[src/rtl/periph_bus_pkg.sv]
// Shared types and constants for the two-master peripheral bus arbiter.
package periph_bus_pkg;

   typedef enum logic [1:0] {
      ST_IDLE = 2'd0,
      ST_BUSY = 2'd1,
      ST_RESP = 2'd2
   } state_e;

   localparam logic [2:0]  SIZE_B = 3'd1;
   localparam logic [2:0]  SIZE_H = 3'd2;
   localparam logic [2:0]  SIZE_W = 3'd4;

   localparam logic [31:0] ADDR_CONSOLE = 32'hc000_0000;
   localparam logic [31:0] ADDR_SIMEND  = 32'hc000_0004;

   function automatic logic req_of(input logic rreq, input logic wreq);
      return rreq | wreq;
   endfunction

endpackage

[src/rtl/periph_bus_arbiter_rr_arb2.sv]
// Two-requester round-robin pick: on a tie the master that was not granted last wins.
module rr_arb2
   import periph_bus_pkg::*;
(
   input  logic [1:0] req_i,
   input  logic       last_grant_i,
   output logic       grant_o,
   output logic       valid_o
);

   always_comb begin
      grant_o = 1'b0;
      case (req_i)
         2'b01:   grant_o = 1'b0;
         2'b10:   grant_o = 1'b1;
         2'b11:   grant_o = ~last_grant_i;
         default: grant_o = 1'b0;
      endcase
   end

   assign valid_o = |req_i;

endmodule

[src/rtl/periph_bus_arbiter.sv]
// Round-robin arbiter sharing one peripheral strobe bus between the CPU (m0) and a debug/DMA master (m1).
module periph_bus_arbiter
   import periph_bus_pkg::*;
#(
   parameter int TIMEOUT = 16,
   parameter int CNT_W   = 8
) (
   input  logic        clock,
   input  logic        reset_n,
   input  logic [31:0] m0_addr,
   input  logic [31:0] m0_wdata,
   input  logic [2:0]  m0_size,
   input  logic        m0_rreq,
   input  logic        m0_wreq,
   output logic        m0_ack,
   output logic        m0_err,
   output logic [31:0] m0_rdata,
   input  logic [31:0] m1_addr,
   input  logic [31:0] m1_wdata,
   input  logic [2:0]  m1_size,
   input  logic        m1_rreq,
   input  logic        m1_wreq,
   output logic        m1_ack,
   output logic        m1_err,
   output logic [31:0] m1_rdata,
   output logic [31:0] paddr,
   output logic [31:0] pwrite,
   output logic [2:0]  psize,
   output logic        pread_req,
   output logic        pwrite_req,
   input  logic [31:0] pread,
   input  logic        pready,
   output logic        owner
);

   localparam logic [CNT_W-1:0] TO_LAST = (TIMEOUT == 0) ? {CNT_W{1'b0}} : CNT_W'(TIMEOUT - 1);

   state_e            state_q;
   logic [CNT_W-1:0]  cnt_q;
   logic              owner_q, last_grant_q;
   logic [31:0]       paddr_q, pwdata_q;
   logic [2:0]        psize_q;
   logic              prd_q, pwr_q;
   logic              m0_ack_q, m0_err_q, m1_ack_q, m1_err_q;
   logic [31:0]       m0_rdata_q, m1_rdata_q;

   logic [1:0]        req_s;
   logic              grant_s, valid_s, timeout_s;
   logic [31:0]       resp_data_s;

   assign req_s = {req_of(m1_rreq, m1_wreq), req_of(m0_rreq, m0_wreq)};

   rr_arb2 u_rr_arb2 (
      .req_i        (req_s),
      .last_grant_i (last_grant_q),
      .grant_o      (grant_s),
      .valid_o      (valid_s)
   );

   assign timeout_s   = (TIMEOUT != 0) && (cnt_q == TO_LAST);
   // A timed-out access or a write returns zero data.
   assign resp_data_s = (pready && prd_q) ? pread : 32'h0000_0000;

   // Arbitration FSM with all bus and response outputs registered.
   always_ff @(posedge clock or negedge reset_n) begin
      if (!reset_n) begin
         state_q      <= ST_IDLE;
         cnt_q        <= {CNT_W{1'b0}};
         owner_q      <= 1'b0;
         last_grant_q <= 1'b1;
         paddr_q      <= 32'h0000_0000;
         pwdata_q     <= 32'h0000_0000;
         psize_q      <= 3'd0;
         prd_q        <= 1'b0;
         pwr_q        <= 1'b0;
         m0_ack_q     <= 1'b0;
         m0_err_q     <= 1'b0;
         m0_rdata_q   <= 32'h0000_0000;
         m1_ack_q     <= 1'b0;
         m1_err_q     <= 1'b0;
         m1_rdata_q   <= 32'h0000_0000;
      end else begin
         case (state_q)
            ST_IDLE: begin
               if (valid_s) begin
                  owner_q  <= grant_s;
                  cnt_q    <= {CNT_W{1'b0}};
                  paddr_q  <= grant_s ? m1_addr  : m0_addr;
                  pwdata_q <= grant_s ? m1_wdata : m0_wdata;
                  psize_q  <= grant_s ? m1_size  : m0_size;
                  pwr_q    <= grant_s ? m1_wreq  : m0_wreq;
                  prd_q    <= grant_s ? ~m1_wreq : ~m0_wreq;
                  state_q  <= ST_BUSY;
               end else begin
                  state_q  <= ST_IDLE;
               end
            end
            ST_BUSY: begin
               if (pready || timeout_s) begin
                  paddr_q    <= 32'h0000_0000;
                  pwdata_q   <= 32'h0000_0000;
                  psize_q    <= 3'd0;
                  prd_q      <= 1'b0;
                  pwr_q      <= 1'b0;
                  m0_ack_q   <= ~owner_q;
                  m0_err_q   <= ~owner_q & ~pready;
                  m0_rdata_q <= owner_q ? 32'h0000_0000 : resp_data_s;
                  m1_ack_q   <= owner_q;
                  m1_err_q   <= owner_q & ~pready;
                  m1_rdata_q <= owner_q ? resp_data_s : 32'h0000_0000;
                  state_q    <= ST_RESP;
               end else begin
                  cnt_q      <= cnt_q + CNT_W'(1);
               end
            end
            ST_RESP: begin
               m0_ack_q     <= 1'b0;
               m0_err_q     <= 1'b0;
               m0_rdata_q   <= 32'h0000_0000;
               m1_ack_q     <= 1'b0;
               m1_err_q     <= 1'b0;
               m1_rdata_q   <= 32'h0000_0000;
               last_grant_q <= owner_q;
               state_q      <= ST_IDLE;
            end
            default: begin
               state_q <= ST_IDLE;
            end
         endcase
      end
   end

   assign paddr      = paddr_q;
   assign pwrite     = pwdata_q;
   assign psize      = psize_q;
   assign pread_req  = prd_q;
   assign pwrite_req = pwr_q;
   assign owner      = owner_q;
   assign m0_ack     = m0_ack_q;
   assign m0_err     = m0_err_q;
   assign m0_rdata   = m0_rdata_q;
   assign m1_ack     = m1_ack_q;
   assign m1_err     = m1_err_q;
   assign m1_rdata   = m1_rdata_q;

endmodule

[config.mk]
export PLATFORM = sky130hd
export DESIGN_NAME = periph_bus_arbiter
export DESIGN_NICKNAME = d
export VERILOG_FILES = /design/src/rtl/periph_bus_pkg.sv /design/src/rtl/periph_bus_arbiter_rr_arb2.sv /design/src/rtl/periph_bus_arbiter.sv
export SDC_FILE = /design/constraint.sdc
export NUM_CORES = 1
export LEC_CHECK = 0
export BUFFER_PORTS_ARGS = -buffer_cell sky130_fd_sc_hd__buf_2
export CAP_MARGIN = 20
export CORE_MARGIN = 1
export CORE_UTILIZATION = 35
export CTS_CLUSTER_DIAMETER = 30
export DETAILED_ROUTE_END_ITERATION = 10
export PLACE_DENSITY = 0.75
export SLEW_MARGIN = 20
export SYNTH_ARGS = -nofsm -noshare
export SYNTH_HDL_FRONTEND = slang
export SYNTH_SLANG_ARGS = --single-unit
[constraint.sdc]
create_clock -name clock -period 2 [get_ports clock]
set_input_delay 0.2 -clock clock [delete_from_list [all_inputs] [get_ports clock]]
set_output_delay 0.2 -clock clock [all_outputs]
set_load 0.1 [all_outputs]
# Yosys cells after proc, flatten, opt, wreduce, memory -nomap -nowiden
# Cells that the tools add are included.
# totals
romBits	0
n_memories	0
input_bits	173
ram_bits	0
ff_bits	149
latchBits	0
# classes
n_bitwise	9
shifts	0
multipliers	0
div	0
add_sub_neg	1
magnitude_cmp	0
n_eq_ne	8
muxes	40
n_reduce_logical	10
# ops
operator	count
$mux 32	10
$pmux 32 s2	4
$mux 8	2
$pmux 8 s2	1
$pmux 1 s2	7
$mux 1	10
$mux 3	3
$add 8x1->8 const B	1
$eq 8x4->1 const B	1
$eq 2x2->1 const B	3
$pmux 3 s2	1
$reduce_and 3->1	2
$not 1->1	5
$ne 2x2->1 const B	2
$pmux 2 s2	1
$reduce_and 2->1	2
$reduce_bool 2->1	2
$and 1x1->1	2
$eq 2x1->1 const B	1
$logic_not 2->1	1
$mux 2	1
$ne 2x1->1 const B	1
$or 1x1->1	2
$reduce_or 2->1	1
other kinds (2)	2

# Depth between registers and ports, before layout
# depth
depth_word	6
depth_mapped	8
ltp_nobuf	5

# Cells and area by module
# From an unflattened synthesis, not the netlist that was laid out.
# hier_totals
cells_unflattened	547
area_unflattened_um2	6476.2
# by_module_without_submodules
mod	area_each_um2	instances	cells_per_inst	seq_area_each_um2
periph_bus_arbiter	6462.4	1	545	3729.8
rr_arb2	13.8	1	2	0.0

# Least setup slack after synthesis
# OpenSTA, ideal clock, no wires.
# synth_path
kind	reg-to-reg
startpoint	register owner_q (netlist: owner)
endpoint	register m1_rdata_q[27] (netlist: m1_rdata[27])
arrival_ps	1869
setup_ps	79
slack_ps	52
required_ps	1921
stages_incl_launch_ff	6
cell_sequence	dfrtp_1 and3_1 clkbuf_1 clkbuf_1 nand2_1 mux2i_1
# synth_between
elab_chain_cells	3
# synth_lines
item	line_no	rtl
start, declared	periph_bus_arbiter.sv:40	logic owner_q, last_grant_q;
start signal, assigned	periph_bus_arbiter.sv:86	owner_q <= grant_s;
$mux 32	periph_bus_arbiter.sv:110	m1_rdata_q <= owner_q ? resp_data_s : 32'h0000_0000;
$mux 32	periph_bus_arbiter.sv:99	if (pready || timeout_s) begin
$pmux 32 s2	periph_bus_arbiter.sv:83	case (state_q)
end signal, assigned	periph_bus_arbiter.sv:110	
end, declared	periph_bus_arbiter.sv:45	logic [31:0] m0_rdata_q, m1_rdata_q;
# Every way passes these cells. The select of a mux whose other input is x is not followed.
# A chain may end at the register's enable or synchronous reset.

# Worst setup path after layout
# layout_path
startpoint	register cnt_q[1]
endpoint	register m1_rdata_q[26] (netlist: m1_rdata[26])
# layout_between
elab_chain_cells	4
# layout_lines
item	line_no	rtl
start, declared	periph_bus_arbiter.sv:39	logic [CNT_W-1:0] cnt_q;
start signal, assigned	periph_bus_arbiter.sv:68	cnt_q <= {CNT_W{1'b0}};
start signal, assigned	periph_bus_arbiter.sv:87	cnt_q <= {CNT_W{1'b0}};
start signal, assigned	periph_bus_arbiter.sv:113	cnt_q <= cnt_q + CNT_W'(1);
$eq 8x4->1	periph_bus_arbiter.sv:60	assign timeout_s = (TIMEOUT != 0) && (cnt_q == TO_LAST);
$logic_or 1x1->1	periph_bus_arbiter.sv:99	
$ne 2x2->1 (no source line)	-	
$reduce_and 2->1 (no source line)	-	
# Every way passes these cells.

==> flow_summary.toml <==
[outcome]
outcome = "finished, final reports clean"

[clock_network]
root_buffer = "clkbuf_16"
cts.sink_count = 149
cts_tree = "yes"
numCtsBuffers = 17
htreeDepth = 4
worstSkewPairLatency_ns = 0.41
clkTransAtPathRegs_ns = 0.06
cts_buffer_depth = 2

[synthesis]
dominantRegCellSynth = "dfrtp_1"
avgSynthCellArea_um2 = 11.2
yosysTopAreaCellShare_pct = 55.0
async_flop_share_pct = 100
synthesis.nets = 774
synth_area_um2 = 6730
ys_ff_latch = 149
ys_seq_area_share_pct = 55.4
synth_edf_count = 0
ys_types = 37
yosysWarnings = 0
yosys.area.top_type = "dfrtp_1"
synth_area_leaders = "dfrtp_1 (55%), mux2i_1 (15%), o2bb2ai_1 (8.7%), nand2_1 (6.1%), nand4_1 (3.3%)"
netlist_instances = 600

[critical_path]
crit_type = "reg -> reg"
critPathMaxFanout = 35
worstSetupStartpointType = "flop"
reg2reg_from = "cnt_q[1]"
critPathCaptureType = "flop"
cp.required_ns = 2.33
critPathLaunch = "cnt_q[1]"
crit_arrival_ns = 2.19

[drt]
via_per_inst = 5.10
antenna_left = 0
wl_per_cell_um = 16.6
drt-initial-drc-count = 173
vias = 5834
drt_first_pass_iters = 4
drc = 0
wirelength_mm = 19.0

[global_routing]
gr-total-overflow = 0
grt_use_total_pct = 19.4
antenna_found_initial = 0
grt_max_degree = 71
grt_pass1_wl_mm = 30.0
grt_pass1_vias = 5658

[flow_run]
max_cap_violations = 0

[timing]
maxSlewViolCount = 0
fmax_mhz = 538
whs_ns = 0.0335
fin_ws_ns = 0.141
min_period_ns = 1.86
max_slew_margin_pct = 54.8
final-hold-violation-count = 0
finalSetupViolCount = 0
fin_skew_ns = 0.0123
final_min_period_over_clock_period_pct = 93.0
worst_slew_pin_slew_ns = 0.673
rsz0062_at_grt = "no"
fin_setup_tns_ns = 0

[final_layout]
fin_cells = 1145
stdcell_area_um2 = 9260
fin_util_pct = 49.3
area_growth_pct = 37.6
layout.nets = 1073
n_antenna_cell = 0
drive_gt1_share_pct = 41.4

[pwr]
vdd_ir_drop_max_mv = 1.14
totalPowerFinal_mw = 17.8
leakage_nw = 4.69
powerDensity_nw_per_um2 = 1920

[die]
num_io_pins = 311
chipHeight_um = 141
die-area_um2 = 19800
row_count = 50
initial_core_util_pct = 35.9
die_w_um = 141
coreArea_um2 = 18800

[placement]
dp_slack_ns = 0.0773
postPlaceCellArea_um2 = 8630
dp_hpwl_mm = 13.5
placed_cells = 1112
io_buffers = 310
finalWeightedCongestion = 0.825

[hold_path]
hp-start = "pread[14]"
hp-class = "in -> reg"
==> kinds of logic (layout without fill, tap and decap cells) <==
| kind of cell | count (synthesis) | in the layout | synth area share (%) |
|---|---|---|---|
| AO/OA/AOI/OAI | 119 | 119 | 13.2 |
| adder cells (fa/ha/maj) | 1 | 1 | 0.186 |
| XOR/XNOR | 3 | 3 | 0.390 |
| buffers and inverters | 57 | 368 | 3.98 |
| flip-flops | 149 | 149 | 55.4 |
| AND/OR/NAND/NOR | 168 | 168 | 11.5 |
| multiplexers | 103 | 103 | 15.3 |
==> metal layers <==
layer	part of all wire (%)	GRT usage, %	wire length (µm)	vias to the layer above
met2	50	32.7	9490	263
li1	-	-	-	2769
met4	1.9	7.27	358	0
met5	0	0	0	-
met3	6.1	3.70	1150	25
met1	42	24.8	7990	2777
==> placed cells by master (no fill, tap or decap), drive strengths merged, types with 2 or more instances in the layout <==
| master | count |
|---|---|
| nor3 | 2 |
| clkbuf | 21 |
| nand3 | 3 |
| a31o | 2 |
| a21oi | 4 |
| bufinv | 3 |
| nand2 | 109 |
| nor4 | 2 |
| inv | 4 |
| clkinv | 3 |
| dfrtp | 148 |
| nand4 | 35 |
| and3 | 2 |
| mux2i | 102 |
| xnor2 | 2 |
| o21ai | 38 |
| clkinvlp | 4 |
| a2111oi | 2 |
| o2bb2ai | 67 |
| nand2b | 2 |
| nor2 | 8 |
| a21o | 3 |
| buf | 332 |
==> area by class of cell <==
class	instances	area, µm²
sequential	149	3730
fill	1727	9510
tap	234	293
timing repair buffer	334	1870
clock inverter	11	151
inverter	3	11.3
clock buffer	20	447
multi-input combinational	394	2760
==> cell usage after synthesis, drive strengths merged, types with 2 or more instances <==
library cell  instances
dfrtp               148
nand2               109
mux2i               102
o2bb2ai              67
o21ai                38
nand4                35
clkbuf               32
buf                  22
nor2                  8
a21oi                 4
a21o                  3
inv                   3
nand3                 3
a2111oi               2
a31o                  2
and3                  2
nand2b                2
nor3                  2
nor4                  2
xnor2                 2
==> state kept, by name, summed over array words and instances, names as in the netlist <==
| signal | cells |
|---|---|
| cnt_q | 8 |
| last_grant_q | 1 |
| m0_ack | 1 |
| m0_err | 1 |
| m0_rdata | 32 |
| m1_ack | 1 |
| m1_err | 1 |
| m1_rdata | 32 |
| owner | 1 |
| paddr | 32 |
| pread_req | 1 |
| psize | 3 |
| pwrite | 32 |
| pwrite_req | 1 |
| state_q | 2 |
==> report_power, final <==
part           internal [mW]  switching, mW
Sequential              3.88          0.527
Combinational           1.87           8.25
Clock                   1.99           1.25
Total                   7.75           10.0
==> worst paths after layout <==
check                                     to  slack, ns  cells after the start
worst max-delay path            m1_rdata[26]       0.14                      6
worst min register to register      paddr[1]       0.48                      1
max in group asynchronous       m1_rdata[15]       1.06                      3
worst min-delay path            m0_rdata[14]       0.03                      3
worst max register to register  m1_rdata[26]       0.14                      6
min in group asynchronous       m0_rdata[10]       0.29                      2
==> repair_timing <==
action,in CTS,in global routing
hold buffers,1,0
endpoints found under the hold margin,42,0
gates resized for setup,0,3
setup endpoints to repair,0,70
buffers inserted,0,0
==> critical path, stage by stage (launching register included) <==
cell and delay (ns):
dfrtp_1 0.38, ha_1 0.18, and3_2 0.27, nand2_1 0.15
a21oi_4 0.27, clkbuf_16 0.29, mux2i_1 0.22
No activity file was read; power rests on OpenSTA's default activity.
